$ cat src/rtl/hazard_control_unit.sv
// Hazard control for the 5-stage LEGv8 pipeline: load-use and CBZ/CBNZ stalls,
// taken-branch IF/ID flush, and saturating stall/flush cycle counters.
module hazard_control_unit #(
    parameter int unsigned CNT_W    = 32,
    parameter logic [4:0]  ZERO_REG = 5'd31
) (
    input  logic             clk,
    input  logic             reset,
    input  logic             id_valid,
    input  logic [4:0]       id_rn,
    input  logic [4:0]       id_rm,
    input  logic             id_use_rn,
    input  logic             id_use_rm,
    input  logic [4:0]       id_rd,
    input  logic             id_regwrite,
    input  logic             id_memread,
    input  logic             id_cbz,
    input  logic             id_branch_taken,
    input  logic             cnt_clear,
    output logic             pc_write,
    output logic             ifid_write,
    output logic             idex_bubble,
    output logic             ifid_flush,
    output logic             stall,
    output logic [CNT_W-1:0] stall_cycles,
    output logic [CNT_W-1:0] flush_cycles
);

    typedef struct packed {
        logic [4:0] rd;
        logic       regwrite;
        logic       memread;
    } dst_t;

    localparam dst_t BUBBLE = '{rd: ZERO_REG, regwrite: 1'b0, memread: 1'b0};

    dst_t ex_q;
    dst_t mem_q;
    logic load_use;
    logic cbz_hazard;

    function automatic logic match(input dst_t x, input logic [4:0] r);
        return x.regwrite && (x.rd != ZERO_REG) && (x.rd == r);
    endfunction

    // Hazard detection and pipeline control; outputs follow ID inputs with no latency
    always_comb begin
        load_use    = 1'b0;
        cbz_hazard  = 1'b0;
        stall       = 1'b0;
        pc_write    = 1'b1;
        ifid_write  = 1'b1;
        idex_bubble = 1'b0;
        ifid_flush  = 1'b0;

        load_use   = id_valid && ex_q.memread &&
                     ((id_use_rn && match(ex_q, id_rn)) || (id_use_rm && match(ex_q, id_rm)));
        // A load two ahead is still in MEM, so CBZ must wait for its writeback value
        cbz_hazard = id_valid && id_cbz &&
                     (match(ex_q, id_rm) || (mem_q.memread && match(mem_q, id_rm)));
        stall      = load_use || cbz_hazard;

        if (stall) begin
            pc_write    = 1'b0;
            ifid_write  = 1'b0;
            idex_bubble = 1'b1;
        end else if (id_valid && id_branch_taken) begin
            ifid_flush  = 1'b1;
        end
    end

    // Shadow copy of the EX/MEM destination info
    always_ff @(posedge clk or posedge reset) begin
        if (reset) begin
            ex_q  <= BUBBLE;
            mem_q <= BUBBLE;
        end else begin
            mem_q <= ex_q;
            if (id_valid && !stall) begin
                ex_q <= '{rd: id_rd, regwrite: id_regwrite, memread: id_memread};
            end else begin
                ex_q <= BUBBLE;
            end
        end
    end

    // Saturating performance counters; clear wins over increment
    always_ff @(posedge clk or posedge reset) begin
        if (reset) begin
            stall_cycles <= '0;
            flush_cycles <= '0;
        end else if (cnt_clear) begin
            stall_cycles <= '0;
            flush_cycles <= '0;
        end else begin
            if (stall && !(&stall_cycles)) begin
                stall_cycles <= stall_cycles + CNT_W'(1);
            end
            if (ifid_flush && !(&flush_cycles)) begin
                flush_cycles <= flush_cycles + CNT_W'(1);
            end
        end
    end

endmodule

$ cat config.mk
export PLATFORM = sky130hd
export DESIGN_NAME = hazard_control_unit
export DESIGN_NICKNAME = d
export VERILOG_FILES = /design/src/rtl/hazard_control_unit.sv
export SDC_FILE = /design/constraint.sdc
export NUM_CORES = 1
export LEC_CHECK = 0
export ABC_CLOCK_PERIOD_IN_PS = 3050
export CAP_MARGIN = 20
export CORE_MARGIN = 2
export CORE_UTILIZATION = 51
export CTS_CLUSTER_SIZE = 40
export DETAILED_ROUTE_END_ITERATION = 8
export GPL_TIMING_DRIVEN = 0
export MAX_ROUTING_LAYER = met4
export PLACE_DENSITY = 0.86
export SYNTH_ARGS = -nofsm -noshare
export SYNTH_HDL_FRONTEND = slang
export SYNTH_SLANG_ARGS = --single-unit
$ cat constraint.sdc
create_clock -name clk -period 3.05 [get_ports clk]
set_input_delay 0.7625 -clock clk [delete_from_list [all_inputs] [get_ports clk]]
set_output_delay 0.7625 -clock clk [all_outputs]
set_load 0.01 [all_outputs]
==> flow_summary.toml <==
[floorplan]
die_h_um = 96.3
die_area_um2 = 9270
ios = 94
rows = 33
start_util_pct = 52.9
dieWidth_um = 96.3
coreArea_um2 = 8220

[synth]
yosysUniqueCellTypes = 48
synth_commonest_cells = "nor2_1, dfrtp_1, xor2_1, nand3_1"
synthCells = 440
synth_edf_count = 0
ys_seq_area_share_pct = 45.2
synthFlopType = "dfrtp_1"
yosys_register_bits = 78
synth.area.top_cells = "dfrtp_1, xor2_1, dfstp_2"
async_reset_ff_share_pct = 100
avgSynthCellArea_um2 = 9.87
syn_area_um2 = 4340
yosys.area.top_type = "dfrtp_1"
yosysWarnings = 0
yosysMostFrequentCell = "nor2_1"
syn-num-nets = 467
netlist.area_leader.share_pct = 39.2

[clock_network]
cts_tree = "yes"
clock-sinks = 78
clk_latency_ns = 0.36
cts_buffers = 9
cts_htree_levels = 3
path_clk_slew_ns = 0.08
clockRootBuffer = "clkbuf_8"
clk_path_buf_depth = 2

[sta]
grt_setup_unrepaired = "true"
slew_violations = 0
relSlewSlack_pct = 63.1
hold_viol = 0
fin_crit_ns = 3.11
fmax_ghz = 0.321
setup_violations = 4
tightest_slew_ns = 0.554
period_share_pct = 102
finClkSkew_ns = 0.00698
setup_ws_ns = -0.0634

[power]
leakage_nw = 2.33
switching_share_pct = 22.6
clock_power_share_pct = 41.4
p_int_mw = 1.60
sequentialPowerShare_pct = 51.4
switchingPower_mw = 0.469
p_per_area_nw_per_um2 = 356
p_comb_share_pct = 7.2
ir_drop_mv = 0.230

[critical_path]
crit_arrival_ns = 2.35
crit_fanout = 3
path_class = "in -> out"
cp-end-kind = "output pin"
cp-start-kind = "primary input"
critical_path_required_ns = 2.29

[global_route]
grt_max_degree = 49
globalRouteOverflowTotal = 0
grt_pass1_vias = 3855
gr-usage-all-layers_pct = 26.8
antenna_found_initial = 0
grt_first_pass_wirelength_mm = 18.6

[drt]
first_pass_iters = 4
drc = 0
wl_mm = 11.3
dr_total_vias = 3778
viasPerCell = 5.61
drtIter0Drc = 171
ant_nets = 0
post_drt_wl_per_cell_um = 16.8

[placed_design]
place_area_um2 = 5440
port_buffers = 93
pre_cts_ws_ns = -0.938
place.gp.congestion = 0.951
dp_cells = 639
place_hpwl_mm = 7.83

[final_layout]
area_growth_pct = 33.9
drive_gt1_share_pct = 18.0
fin_nets = 590
final_cells = 673
diodes = 0
nFillCells = 608
final_area_um2 = 5820

[status]
status = "finished, violations left"
violations = "negative setup slack"

[worst_hold_path]
hold_path.class = "reg -> reg"

[run]
maxCapViolations = 0
-- layout by cell type, fill, tap and decap left out, types with 8 or more instances in the layout --
cell and instances:
nand3_1 33, nand2_1 25, and3_1 14, dfstp_2 10
buf_4 18, dfrtp_1 68, and4_1 10, buf_6 10
inv_1 11, nor2_1 70, nand4_1 21, xor2_1 42
xnor2_1 25, clkbuf_8 12, clkdlybuf4s50_1 75, clkbuf_1 8
nor3_2 10
-- path summary, 6_finish.rpt --
check	from	endpoint	slack (ns)	depth (start not counted)
max	id_rn[3]	pc_write	-0.06	10
min	ex_q[1]	mem_q[1]	0.40	0
max reg2reg	ex_q[6]	flush_cycles[28]	-0.02	16
min reg2reg	ex_q[1]	mem_q[1]	0.40	0
max in group asynchronous	reset	stall_cycles[29]	1.74	3
min in group asynchronous	reset	mem_q[1]	0.76	2
-- metal layers --
layer	track usage [%]	share of wire, %	vias up
li1	-	-	1766
met1	32.5	42	1843
met2	45.8	51	154
met3	4.23	5.5	15
met4	8.45	1.5	0
met5	-	0	-
-- timing repair --
item                       in CTS  in global routing
hold endpoints to repair        0                  0
resized for setup              55                  8
pin swaps                      13                  5
setup buffers                  15                  3
setup endpoints to repair       5                  6
hold buffers                    0                  0
-- cell families after synthesis --
| kind of cell | share of synthesized area (%) |
|---|---|
| flops | 45.2 |
| buf+inv | 4.29 |
| simple gates | 31.6 |
| fa+ha+maj | 0.576 |
| compound gates | 3.83 |
| xor+xnor | 13.7 |
| mux | 0.749 |
-- registers in the layout, summed over array words and instances, names as in the netlist --
name,cells
ex_q,7
mem_q,7
flush_cycles,32
stall_cycles,32
-- power groups by stage --
stage	combinational, mW	clock [mW]	sequential [mW]
floorplan	0.0725	0	1.08
global placement	0.130	0	1.08
detailed placement	0.139	0	1.08
CTS	0.146	0.861	1.06
global route	0.163	0.911	1.06
finish	0.148	0.857	1.06
-- through the flow --
step | power (mW) | utilization [%] | TNS [ns] | hold slack [ns]
2_1_floorplan | 1.15 | - | 0 | 0.372
3_3_place_gp | 1.21 | 65.8 | -65.40 | 0.382
3_5_place_dp | 1.22 | 66.2 | -4.46 | 0.378
4_1_cts | 2.07 | 70.4 | 0 | 0.397
5_1_grt | 2.14 | 70.8 | -0.570 | 0.407
6_report | 2.07 | 70.8 | -0.120 | 0.399
-- critical path, cell delays in order --
cell and delay (ns):
clkdlybuf4s15_2 0.18, xor2_1 0.14, nor4_2 0.29, a22oi_2 0.12
buf_4 0.16, o31ai_4 0.27, buf_6 0.17, inv_4 0.03
buf_6 0.10, buf_6 0.11
-- cell type report --
type	count	area (µm²)	area share [%]
clock inverter	4	70.1	1.20
timing repair buffer	112	1080	18.6
buffer	17	141	2.43
clock buffer	12	145	2.50
tap	105	131	2.26
sequential	78	1960	33.8
multi-input combinational	332	2230	38.3
inverter	13	53.8	0.925
(Power assumes the default switching activity.)
